## src/rtl/ps2_bus_pkg.sv

```systemverilog
// Shared definitions for the PS/2 bus controller: register map, bus FSM states
// and STATUS/CONTROL bit positions.
package ps2_bus_pkg;

    localparam logic [1:0] AddrData   = 2'd0;
    localparam logic [1:0] AddrStatus = 2'd1;
    localparam logic [1:0] AddrCtrl   = 2'd2;
    localparam logic [1:0] AddrNone   = 2'd3;

    typedef enum logic [1:0] {
        StIdle   = 2'd0,
        StDecode = 2'd1,
        StAck    = 2'd2
    } bus_state_e;

    localparam logic [2:0] StatRxValid = 3'd0;
    localparam logic [2:0] StatTxBusy  = 3'd1;
    localparam logic [2:0] StatRxOvr   = 3'd2;
    localparam logic [2:0] StatTxErr   = 3'd3;
    localparam logic [2:0] StatIrq     = 3'd4;

    localparam logic CtrlRxIe = 1'b0;
    localparam logic CtrlTxIe = 1'b1;

endpackage

```

## src/rtl/cpu_bus_fsm.sv

```systemverilog
// CPU bus handshake: IDLE -> DECODE -> ACK -> IDLE, latching the request and
// emitting a one-cycle access strobe while in DECODE.
module cpu_bus_fsm
    import ps2_bus_pkg::*;
(
    input  logic       clk,
    input  logic       rst_n,
    input  logic       cs,
    input  logic       ds,
    input  logic       rw,
    input  logic [1:0] addr,
    input  logic [7:0] wdata,
    output logic       access,
    output logic [1:0] acc_addr,
    output logic       acc_rw,
    output logic [7:0] acc_wdata,
    output logic       dtack,
    output logic       oe
);

    bus_state_e state_q, state_d;
    logic       dtack_q, dtack_d;
    logic       oe_q, oe_d;
    logic       latch;
    logic       sel;

    assign sel = cs && ds;

    always_comb begin
        state_d = state_q;
        dtack_d = dtack_q;
        oe_d    = oe_q;
        access  = 1'b0;
        latch   = 1'b0;
        unique case (state_q)
            StIdle: begin
                dtack_d = 1'b1;
                oe_d    = 1'b0;
                if (sel) begin
                    latch   = 1'b1;
                    state_d = StDecode;
                end
            end
            StDecode: begin
                access  = 1'b1;
                dtack_d = 1'b0;
                oe_d    = acc_rw;
                state_d = StAck;
            end
            StAck: begin
                // Only a strobe release lets the FSM rearm; holding cs&&ds stays here.
                if (!sel) begin
                    dtack_d = 1'b1;
                    oe_d    = 1'b0;
                    state_d = StIdle;
                end
            end
            default: state_d = StIdle;
        endcase
    end

    always_ff @(posedge clk) begin
        if (!rst_n) begin
            state_q   <= StIdle;
            dtack_q   <= 1'b1;
            oe_q      <= 1'b0;
            acc_addr  <= 2'd0;
            acc_rw    <= 1'b0;
            acc_wdata <= 8'h00;
        end else begin
            state_q <= state_d;
            dtack_q <= dtack_d;
            oe_q    <= oe_d;
            if (latch) begin
                acc_addr  <= addr;
                acc_rw    <= rw;
                acc_wdata <= wdata;
            end
        end
    end

    assign dtack = dtack_q;
    assign oe    = oe_q;

endmodule

```

## src/rtl/ps2_bus_ctrl.sv

```systemverilog
// PS/2 controller CPU-bus register block (DATA, STATUS, CONTROL).
// Define PS2_BUS_IRQ_EN to enable the CONTROL enables and the irq output.
module ps2_bus_ctrl
    import ps2_bus_pkg::*;
#(
    parameter logic [7:0] RESET_CTRL = 8'h00
) (
    input  logic       clk,
    input  logic       rst_n,
    input  logic       cs,
    input  logic       ds,
    input  logic       rw,
    input  logic [1:0] addr,
    input  logic [7:0] uio_in,
    output logic [7:0] uio_out,
    output logic       uio_oe,
    output logic       dtack,
    input  logic [7:0] rx_data,
    input  logic       rx_strobe,
    input  logic       tx_busy,
    output logic [7:0] tx_data,
    output logic       tx_start,
    output logic       irq
);

    logic       access;
    logic [1:0] acc_addr;
    logic       acc_rw;
    logic [7:0] acc_wdata;

    cpu_bus_fsm u_fsm (
        .clk       (clk),
        .rst_n     (rst_n),
        .cs        (cs),
        .ds        (ds),
        .rw        (rw),
        .addr      (addr),
        .wdata     (uio_in),
        .access    (access),
        .acc_addr  (acc_addr),
        .acc_rw    (acc_rw),
        .acc_wdata (acc_wdata),
        .dtack     (dtack),
        .oe        (uio_oe)
    );

    logic [7:0] rx_buf_q, rx_buf_d;
    logic       rx_valid_q, rx_valid_d;
    logic       rx_ovr_q, rx_ovr_d;
    logic       tx_err_q, tx_err_d;
    logic [7:0] tx_data_q, tx_data_d;
    logic       tx_start_q, tx_start_d;
    logic [7:0] uio_out_q, uio_out_d;
    logic       irq_q, irq_d;
    logic [1:0] ctrl_rd;
    logic [7:0] status;
    logic [7:0] rdata;
    logic       rd_data, wr_data, rd_stat, wr_ctrl;

    assign rd_data = access && acc_rw && (acc_addr == AddrData);
    assign wr_data = access && !acc_rw && (acc_addr == AddrData);
    assign rd_stat = access && acc_rw && (acc_addr == AddrStatus);
    assign wr_ctrl = access && !acc_rw && (acc_addr == AddrCtrl);

    always_comb begin
        status              = 8'h00;
        status[StatRxValid] = rx_valid_q;
        status[StatTxBusy]  = tx_busy;
        status[StatRxOvr]   = rx_ovr_q;
        status[StatTxErr]   = tx_err_q;
        status[StatIrq]     = irq_q;
    end

    always_comb begin
        rdata = 8'h00;
        unique case (acc_addr)
            AddrData:   rdata = rx_buf_q;
            AddrStatus: rdata = status;
            AddrCtrl:   rdata = {6'b0, ctrl_rd};
            AddrNone:   rdata = 8'h00;
            default:    rdata = 8'h00;
        endcase
    end

    always_comb begin
        rx_buf_d   = rx_buf_q;
        rx_valid_d = rx_valid_q;
        rx_ovr_d   = rx_ovr_q;
        tx_err_d   = tx_err_q;
        tx_data_d  = tx_data_q;
        tx_start_d = wr_data && !tx_busy;
        uio_out_d  = access ? rdata : uio_out_q;
        if (rd_data) rx_valid_d = 1'b0;
        if (rd_stat) begin
            rx_ovr_d = 1'b0;
            tx_err_d = 1'b0;
        end
        // A byte arriving during a DATA read replaces the one being returned.
        if (rx_strobe) begin
            if (!rx_valid_q || rd_data) begin
                rx_buf_d   = rx_data;
                rx_valid_d = 1'b1;
            end else begin
                rx_ovr_d = 1'b1;
            end
        end
        if (wr_data) begin
            tx_data_d = acc_wdata;
            if (tx_busy) tx_err_d = 1'b1;
        end
    end

`ifdef PS2_BUS_IRQ_EN
    logic [1:0] ctrl_q, ctrl_d;

    assign ctrl_d  = wr_ctrl ? acc_wdata[1:0] : ctrl_q;
    assign ctrl_rd = ctrl_q;
    assign irq_d   = (ctrl_d[CtrlRxIe] && rx_valid_d) || (ctrl_d[CtrlTxIe] && tx_err_d);

    always_ff @(posedge clk) begin
        if (!rst_n) ctrl_q <= RESET_CTRL[1:0];
        else        ctrl_q <= ctrl_d;
    end
`else
    logic unused_cfg;

    assign ctrl_rd    = 2'b00;
    assign irq_d      = 1'b0;
    assign unused_cfg = ^{RESET_CTRL, wr_ctrl};
`endif

    always_ff @(posedge clk) begin
        if (!rst_n) begin
            rx_buf_q   <= 8'h00;
            rx_valid_q <= 1'b0;
            rx_ovr_q   <= 1'b0;
            tx_err_q   <= 1'b0;
            tx_data_q  <= 8'h00;
            tx_start_q <= 1'b0;
            uio_out_q  <= 8'h00;
            irq_q      <= 1'b0;
        end else begin
            rx_buf_q   <= rx_buf_d;
            rx_valid_q <= rx_valid_d;
            rx_ovr_q   <= rx_ovr_d;
            tx_err_q   <= tx_err_d;
            tx_data_q  <= tx_data_d;
            tx_start_q <= tx_start_d;
            uio_out_q  <= uio_out_d;
            irq_q      <= irq_d;
        end
    end

    assign uio_out  = uio_out_q;
    assign tx_data  = tx_data_q;
    assign tx_start = tx_start_q;
    assign irq      = irq_q;

endmodule

```

## config.mk

```make
export PLATFORM = sky130hd
export DESIGN_NAME = ps2_bus_ctrl
export DESIGN_NICKNAME = d
export VERILOG_FILES = /design/src/rtl/ps2_bus_pkg.sv /design/src/rtl/cpu_bus_fsm.sv /design/src/rtl/ps2_bus_ctrl.sv
export SDC_FILE = /design/constraint.sdc
export NUM_CORES = 1
export LEC_CHECK = 0
export CORE_MARGIN = 3
export CORE_UTILIZATION = 44
export CTS_CLUSTER_DIAMETER = 200
export CTS_CLUSTER_SIZE = 24
export DETAILED_ROUTE_END_ITERATION = 10
export PLACE_DENSITY_LB_ADDON = 0.08
export SYNTH_ARGS = -nofsm -noshare
export SYNTH_HDL_FRONTEND = slang
export SYNTH_SLANG_ARGS = --single-unit
```

## constraint.sdc

```tcl
create_clock -name clk -period 4.3 [get_ports clk]
set_clock_uncertainty 0.2 [all_clocks]
set_input_delay 1.075 -clock clk [delete_from_list [all_inputs] [get_ports clk]]
set_output_delay 1.075 -clock clk [all_outputs]
set_load 0.02 [all_outputs]
```

After elaboration in Yosys (flattened, before gate mapping)
Cells that the tools add are included.
- register bits: 43
- bits of input ports: 25
- output and inout bits: 20
- logic and storage cells: 58
- equality and inequality tests: 7
- muxes and demuxes: 20
- reduce and logical (&&, ||, !) cells: 18
- operator list (operator ; count):
    case mux 8 bit (3 select lines) ; 1
    two-way mux 1 bit ; 14
    logical AND 1 bit ; 7
    == test 2 bit (second input constant) ; 3
    case mux 1 bit (3 select lines) ; 2
    case mux 2 bit (3 select lines) ; 1
    AND reduction 2 bit ; 3
    == test 2 x 1 -> 1 bit (second input constant) ; 2
    zero test 2 bit ; 2
    two-way mux 2 bit ; 2
    zero test 1 bit ; 3
    nonzero test 3 bit ; 1
    inequality test 2 x 1 -> 1 bit (second input constant) ; 1
    inequality test 2 bit (second input constant) ; 1
    OR reduction 2 bit ; 1
    logical OR 1 bit ; 1

Depth between registers and ports, before layout
Gate-level depths: netlist (run 1).
- word-level depth: 7
- gate-level depth with buffers: 5
- mapped depth without buffers: 3

Hierarchy
Synthesis (run 1) repeated with hierarchy kept, for this count alone.
- cell total of the unflattened synthesis: 215
- area total of the unflattened synthesis: 1964.4 sq um
- modules (own cells, without submodules) (module ; instances ; cells each ; area each (sq um) ; sequential area each (sq um)):
    ps2_bus_ctrl ; 1 ; 151 ; 1351.3 ; 560.5
    cpu_bus_fsm ; 1 ; 64 ; 613.1 ; 300.3

Least setup slack after synthesis (run 1)
No wires, ideal clock.
- path type: in2reg
- start: input ds
- end: register u_fsm.acc_rw
- library setup time: 0.122 ns
- arrival time: 1.974 ns
- data required time: 3.978 ns
- path slack: 2.004 ns
- stages on the path: 4
- buffers on the path: 1
- path through: or4bb_2 > buf_2 > nand2_1 > a21boi_0
- cells in the longest elaborated chain, start to end: 3
- RTL lines (what ; line ; source):
    from (decl) ; ps2_bus_ctrl.sv:11 ; input logic ds,
    logical AND 1 bit ; cpu_bus_fsm.sv:27 ; assign sel = cs && ds;
    two-way mux 1 bit ; cpu_bus_fsm.sv:39 ; if (sel) begin
    two-way mux 1 bit ; cpu_bus_fsm.sv:35 ; unique case (state_q)
    to (signal assigned) ; cpu_bus_fsm.sv:76 ; acc_rw <= rw;
    to (decl) ; cpu_bus_fsm.sv:15 ; output logic acc_rw,
No other way between the ends.
A chain may end at the register's enable or synchronous reset.

Worst setup path in the final report (run 1)
- start: input rst_n
- end: register tx_data_q[7] (netlist: tx_data[7])
- RTL lines (what ; line ; source):
    from (decl) ; ps2_bus_ctrl.sv:9 ; input logic rst_n,
    to (signal assigned) ; ps2_bus_ctrl.sv:147 ; tx_data_q <= tx_data_d;
    to (decl) ; ps2_bus_ctrl.sv:51 ; logic [7:0] tx_data_q, tx_data_d;
No word-level cell between the ends.

==> metrics list, run 1 <==
- The run finished with clean final reports.
* Antenna violations before repair: 0
* Crit path launch type: primary input
- Subtracting the final worst setup slack from the clock period gives 2.740 ns.
* Cell type with the highest aggregate area in the netlist: sky130_fd_sc_hd__dfxtp_1
* P_int: approximately 0.57 mW
- Final Core Density: 60.29%
- Static timing analysis puts the maximum clock frequency at 0.3649 GHz.
- The die is 69.03 um tall.
* Number of buffer cells added on primary ports: 43
- After clock tree synthesis, the clock-pin slew on the worst setup and hold paths is about 0.07 ns.
- Setup repair after global routing left no endpoint under its margin.
* Cell count after synthesis: between 150 and 200
- Of the total power, combinational logic draws about a tenth.
* Post-synthesis cell type count: 31
- The pre-antenna-repair detailed-routing pass consisted of 4 iterations.
- Dividing the synthesized area by the synthesized cell count gives 9.604 um^2.
- The net count of the finished layout is 245.
- Post-cts resize count: 0
* Root buf cell: sky130_fd_sc_hd__clkbuf_8
- Die area: between 4000 and 5000 um^2
- Detailed placement HPWL: roughly 2.6 mm
* Count of final setup violators: 0
* Largest fanout on the critical path: 33
* Total power density per cell area: between 300 and 400 nW/um^2
- After floorplanning, the core was sized to cover 3744 um^2.
- The clock net in this run drives a total of 43 sinks.
- In this run, flip-flops and latches consume a little under three fifths of the power.
- Global routing consumed, over all layers together, about 17% of the routing resources.
- After filler insertion, the fill cell instance count of the layout stands at between 300 and 400.
* Met1 global-route usage: 20.45%
* Row count: 22
- Number of diodes added for antenna fixing: 0
- After layout, the worst path uses 63.73% of the clock period.
- Number of max-slew violations in the final report: 0
- Clock buffer count from CTS: 5
- Setup TNS: 0 ns
* Arrival @ worst endpoint: about 2.8 ns
- Classification of the worst setup path: primary input to flop
- The H-tree was split into 2 levels.
* Layout overhead on the synthesized area: 29.13%
- Post-detailed-placement cell area: about 2200 um^2
- Max rail drop VDD: approximately 0.16 mV
* Number of buffers inserted to repair setup after CTS: 0
* Static Leak: approximately 0.80 nW
- The later pin in the worst-skew pair is clocked with a latency of approximately 0.29 ns.
- Hold buffers post-CTS: 0
- When the netlist entered floorplanning its net count stood at just over 200.
- Maximum clock insertion buffer count: 2
* Floorplan die width: around 69 um
- Initial standard-cell utilization of the core: around 47%
- Max transition margin: a little over a quarter
* Count of max-cap constraint violations: 0
* Element type at the critical path end: flop
- The worst hold path belongs to the class flop to flop.
- In the final routed layout, each cell accounts on average for approximately 14 um.
- Routability-driven placement finished with a final weighted congestion of 0.7344.
- Synth area leaders: sky130_fd_sc_hd__dfxtp_1 49%, sky130_fd_sc_hd__nand2_1 8.6%, sky130_fd_sc_hd__a21boi_0 7.3%, sky130_fd_sc_hd__mux2i_1 4.6%, sky130_fd_sc_hd__nor2b_1 3.6%
- The first global-routing pass estimated 6.548 mm of wire.
- Post-synth top area share: approximately 50%
- For the pin with the worst max-slew slack, the measured transition is between 1 and 1.5 ns.
- Clk pwr share: around a third
- Largest net degree at the start of global routing: 34
- The final layout contains routed wiring with a total length of around 3.7 mm.
* I/O pin cnt: 45
* Final instance area: 2257 um^2
- CTS tree: built
- Cells with a size suffix above 1 make up a little under 7% of the layout.
* Post-Syn Area: approximately 1700 um^2
- Share of the yosys chip area belonging to registers: between 40% and 50%
* Count of vias placed by the detailed router: around 1400
- Via count normalized by instance count: between 5 and 6
* Met2 Resource Use GR: between 20% and 30%
* Count of routing violations after the opening detailed-route iteration: 85
* DRT antenna net count: 0
- Summed over all nets, the switching power comes to between 0.15 and 0.2 mW.
- Final hold violation count: 0
- STA puts the critical path data required time at 4.31 ns.
- During synthesis, Yosys emitted a total of 0 warnings.
- The library cells used most frequently in the layout, excluding fill and tap cells, are 43 x sky130_fd_sc_hd__clkdlybuf4s50_1, 43 x sky130_fd_sc_hd__dfxtp_1, 40 x sky130_fd_sc_hd__nand2_1, 17 x sky130_fd_sc_hd__a21boi_0.
- Net switching is roughly 23% of the power.
* Aggregate global routing overflow: 0
* Number of flip-flops and latches in the synthesized netlist: 43
* DRC violation count after routing: 0
- The via count of the first global-routing pass came to 1419.
- In the global route stage, met3 resource usage came out at 4.082%.
* Most heavily used metal layer in global routing: met2
stage by stage:
stage / worst slack (ns) / hold slack (ns) / cells / total power, mW
final: 1.560 / 0.2682 / 269 / 0.7412
after global routing: 1.388 / 0.2859 / 269 / 0.7756
after CTS: 1.547 / 0.2683 / 269 / 0.7516
after detailed placement: 1.239 / 0.2571 / 261 / 0.5119
after global placement: 1.298 / 0.2476 / 261 / 0.5089
after floorplan: 2.004 / 0.2376 / 182 / 0.4755
cells by family (layout without fill, tap and decap cells):
group | Yosys count | count (layout) | share of synthesized area, %
simple gates | 71 | 71 | 22.26
mux | 9 | 9 | 5.226
compound gates | 44 | 44 | 18.83
other cells | 1 | 1 | 0.2145
buf+inv | 14 | 53 | 4.223
flops | 43 | 43 | 49.25
flip-flops by register name (all words and copies together), names as in the netlist:
signal and count:
u_fsm.state_q 2, rx_valid_q 1, tx_start 1, tx_err_q 1
u_fsm.acc_wdata 8, u_fsm.oe 1, tx_data 8, uio_out 8
u_fsm.acc_addr 2, u_fsm.acc_rw 1, rx_buf_q 8, u_fsm.dtack 1
rx_ovr_q 1
per-layer routing:
layer / vias up / part of all wire (%)
met5: - / 0
met2: 35 / 47
met1: 643 / 46
met4: 0 / 1.8
met3: 5 / 5.4
li1: 705 / -
synthesized netlist by cell type:
library cell               instances
sky130_fd_sc_hd__clkinv_1          1
sky130_fd_sc_hd__nor4b_2           1
sky130_fd_sc_hd__clkbuf_1          8
sky130_fd_sc_hd__nor3b_2           1
sky130_fd_sc_hd__nand2_1          40
sky130_fd_sc_hd__a32o_1            1
sky130_fd_sc_hd__or4bb_2           1
sky130_fd_sc_hd__buf_2             2
sky130_fd_sc_hd__a222oi_1          4
sky130_fd_sc_hd__a31oi_4           1
sky130_fd_sc_hd__or4b_1            1
sky130_fd_sc_hd__a22oi_1           5
sky130_fd_sc_hd__conb_1            1
sky130_fd_sc_hd__a21boi_1          3
sky130_fd_sc_hd__o211ai_1          1
sky130_fd_sc_hd__mux2_2            1
sky130_fd_sc_hd__mux2i_1           8
sky130_fd_sc_hd__buf_6             2
sky130_fd_sc_hd__nor4b_4           1
sky130_fd_sc_hd__a21boi_0         17
sky130_fd_sc_hd__o21a_1            1
sky130_fd_sc_hd__and4bb_2          2
sky130_fd_sc_hd__nand3_1           9
sky130_fd_sc_hd__and2_1            3
sky130_fd_sc_hd__or2b_1            1
sky130_fd_sc_hd__a21oi_1           1
sky130_fd_sc_hd__buf_4             1
sky130_fd_sc_hd__o21ai_0          10
sky130_fd_sc_hd__nor2b_1          10
sky130_fd_sc_hd__dfxtp_1          43
sky130_fd_sc_hd__and3_1            1
worst paths after layout:
check | startpoint | endpoint | slack (ns) | cells past startpoint
max | rst_n | tx_data[7] | 1.56 | 3
min reg2reg | u_fsm.acc_wdata[2] | u_fsm.acc_wdata[2] | 0.27 | 2
min | u_fsm.acc_wdata[2] | u_fsm.acc_wdata[2] | 0.27 | 2
max reg2reg | u_fsm.state_q[0] | rx_ovr_q | 2.04 | 3
power groups by stage:
stage	sequential, mW	clock (mW)	combinational, mW
after floorplan	0.431	0	0.0445
after global placement	0.432	0	0.0769
after detailed placement	0.433	0	0.0791
after CTS	0.424	0.249	0.0795
after global routing	0.426	0.263	0.0871
final	0.424	0.239	0.0786
critical path, cell delays in order:
cell                              delay (ns)
sky130_fd_sc_hd__clkdlybuf4s50_1        1.09
sky130_fd_sc_hd__buf_4                  0.35
sky130_fd_sc_hd__a21boi_0               0.21
layout make-up:
cell class / count / area, um^2 / area share (%)
timing repair buffer: 44 / 437.9 / 19.40
inverter: 1 / 3.754 / 0.1663
sequential: 43 / 860.8 / 38.14
clock buffer: 7 / 76.32 / 3.381
multi-input combinational: 125 / 813.3 / 36.03
tap: 48 / 60.06 / 2.661
clock inverter: 1 / 5.005 / 0.2217
(Power assumes the default switching activity.)
==> inputs of run 2 (changes only) <==
==> constraint.sdc (replaced) <==
create_clock -name clk -period 2.6 [get_ports clk]
set_clock_uncertainty 0.2 [all_clocks]
set_input_delay 0.65 -clock clk [delete_from_list [all_inputs] [get_ports clk]]
set_output_delay 0.65 -clock clk [all_outputs]
set_load 0.02 [all_outputs]
==> metrics list, run 2 (same netlist as run 1, synthesis figures left out) <==
* Clock latency on the worst-skew pair: 0.30 ns (was 0.29 ns)
* Setup TNS: 0 ns (unchanged)
- The setup violation total in the final timing report was 0 (unchanged).
* Start point of the critical path: ds (was rst_n)
* Final hold violation count: 0 (unchanged)
* Via count normalized by instance count: 5.232 (was 5.160)
- The number of clock sinks seen by CTS came to 43 (unchanged).
- Reg-to-reg setup timing slack: 0.78 ns (was 2.04 ns)
- The DRC violations left came to 0 (unchanged).
- End point of the critical path: u_fsm.acc_wdata[6] (was tx_data[7])
* Classification of the worst setup path: primary input to flop (unchanged)
- The via count of the first global-routing pass was 1477 (was 1419).
* Initial standard-cell utilization of the core: 46.69% (unchanged)
- Worst-margin pin slew: 0.5938 ns (was 1.102 ns)
- The worst min-delay path class is flop to flop (unchanged).
- Run status: completed (unchanged).
- The number of fill cells was 334 (unchanged).
* CTS tree: built (unchanged)
- Arrival @ worst endpoint: 2.13 ns (was 2.75 ns)
* Unrepaired setup endpoints after global routing: no (unchanged)
- Share of post-route cells with drive strength above 1: 8.520% (was 6.787%)
* Register clock-pin slew on the reported worst setup and hold paths: 0.08 ns (was 0.07 ns)
- The total die area is 4765 um^2 (unchanged).
- The die extent in x came to 69.03 um (unchanged).
- The total number of placement rows is 22 (unchanged).
- The layout-stage area growth over the synthesis result was 32.07% (was 29.13%).
* Count of routing violations after the opening detailed-route iteration: 113 (was 85)
* Crit path launch type: primary input (unchanged)
- Hold buffers post-CTS: 0 (unchanged)
* Element type at the critical path end: flop (unchanged)
- Largest net degree at the start of global routing: 20 (was 34)
- Number of buffer cells added on primary ports: 43 (unchanged)
- Final critical-path share of the clock period: a little over 80%
- The all-layer global routing usage was 17.09% (was 16.79%).
- Post-layout min period: approximately 2.1 ns
- Core Area: 3744 um^2 (unchanged)
- The wire length reported by the detailed router is 3.777 mm (was 3.671 mm).
- The maximum fanout encountered on the critical timing path is 11 (was 33).
* I/O pin cnt: 45 (unchanged)
* Reg-to-Reg End: rx_ovr_q (unchanged)
- Wire per inst: 13.94 um (was 13.65 um)
- Number of max-slew violations in the final report: 0 (unchanged)
* Static Leak: 0.8241 nW (was 0.7950 nW)
- Max transition margin: 60.36% (was 26.19%)
* Root buf cell: sky130_fd_sc_hd__clkbuf_8 (unchanged)
- DRT antenna net count: 0 (unchanged)
- The final estimated routing congestion in global placement came to 0.8113 (was 0.7344).
* Final total power: 1.364 mW (was 0.7412 mW)
* Global-route wire length before repair: 6.713 mm (was 6.548 mm)
- Number of diodes added for antenna fixing: 0 (unchanged)
* Aggregate global routing overflow: 0 (unchanged)
* Number of cells on the worst reg-to-reg path: 3 (unchanged)
- The required time at the worst-slack endpoint is 2.59 ns (was 4.31 ns).
- The length of the first detailed-routing pass in iterations is 4 (unchanged).
* Die Y: 69.03 um (unchanged)
- The number of antenna violations at the first check in global routing came to 0 (unchanged).
* # H-tree levels: 2 (unchanged)
- The launch point of the worst reg-to-reg path is u_fsm.state_q[0] (unchanged).
* Post-cts resize count: 0 (unchanged)
- Detailed placement HPWL: 2.812 mm (was 2.603 mm)
- Clock buffer count from CTS: 5 (unchanged)
- The maximum count of clock buffers along a single path came to 2 (unchanged).
- Maximum clock frequency: about 0.47 GHz
- The ratio of total power to cell area is 590.7 nW/um^2 (was 328.4 nW/um^2).
* Count of max-cap constraint violations: 0 (unchanged)
- The worst IR drop on VDD was 0.3810 mV (was 0.1642 mV).
* Layout Nets: 247 (was 245)
- The buffer count from post-CTS setup fixing came to 0 (unchanged).
- The total via count after detailed routing is 1418 (was 1388).
- Leading cell types in the layout, fill and taps excluded: 43 x sky130_fd_sc_hd__clkdlybuf4s50_1, 43 x sky130_fd_sc_hd__dfxtp_1, 40 x sky130_fd_sc_hd__nand2_1, 17 x sky130_fd_sc_hd__a21boi_0 (unchanged)
-- run 2: cell types whose count changed in the layout (fill, tap and decap cells not counted), sizes merged --
cell	delta
clkbuf	-1
bufinv	+1
buf	+2
-- run 2: power by group --
part	internal [mW]	switching, mW
Combinational	0.0726	0.0591
Clock	0.311	0.220
Sequential	0.682	0.0192
-- run 2: metal layers --
metal / wire length, um / up-vias / global-route usage [%]
met2: 1814 / 37 / 28.81
met1: 1712 / 660 / 20.16
met4: 62 / 0 / 6.508
met5: 0 / - / 0
met3: 188 / 7 / 5.394
li1: - / 714 / -
-- run 2: stage by stage --
stage / setup WS, ns / util [%] / area, um^2 / cells / hold slack (ns)
after floorplan: 0.7294 / - / 1748 / 182 / 0.2376
after detailed placement: 0.1384 / 58.52 / 2191 / 263 / 0.2585
after global routing: 0.3832 / 61.66 / 2308 / 271 / 0.2939
after global placement: 0.1807 / 58.52 / 2191 / 263 / 0.2452
after CTS: 0.4588 / 61.66 / 2308 / 271 / 0.2703
final: 0.4575 / 61.66 / 2308 / 271 / 0.2690
-- run 2: worst min path at each step --
stage / startpoint / endpoint / depth (start not counted)
floorplan: rx_buf_q[0] / rx_buf_q[0] / 2
global placement: rx_buf_q[7] / rx_buf_q[7] / 2
detailed placement: u_fsm.acc_wdata[5] / u_fsm.acc_wdata[5] / 2
CTS: u_fsm.acc_wdata[5] / u_fsm.acc_wdata[5] / 2
global route: rx_buf_q[2] / rx_buf_q[2] / 2
finish: rx_buf_q[2] / rx_buf_q[2] / 2
-- run 2: final cells by class --
type | count | area, um^2 | area share [%]
well taps | 48 | 60.06 | 2.602
clock inverters | 2 | 35.03 | 1.518
inverters | 1 | 3.754 | 0.1626
repair buffers | 46 | 452.9 | 19.62
flip-flops and latches | 43 | 860.8 | 37.29
multi-input cells | 125 | 813.3 | 35.23
clock buffers | 6 | 82.58 | 3.577
-- run 2: critical path, stage by stage --
cell                              delay [ns]
sky130_fd_sc_hd__clkdlybuf4s50_1        0.50
sky130_fd_sc_hd__or4bb_2                0.77
sky130_fd_sc_hd__nand2_1                0.13
sky130_fd_sc_hd__a21boi_0               0.08
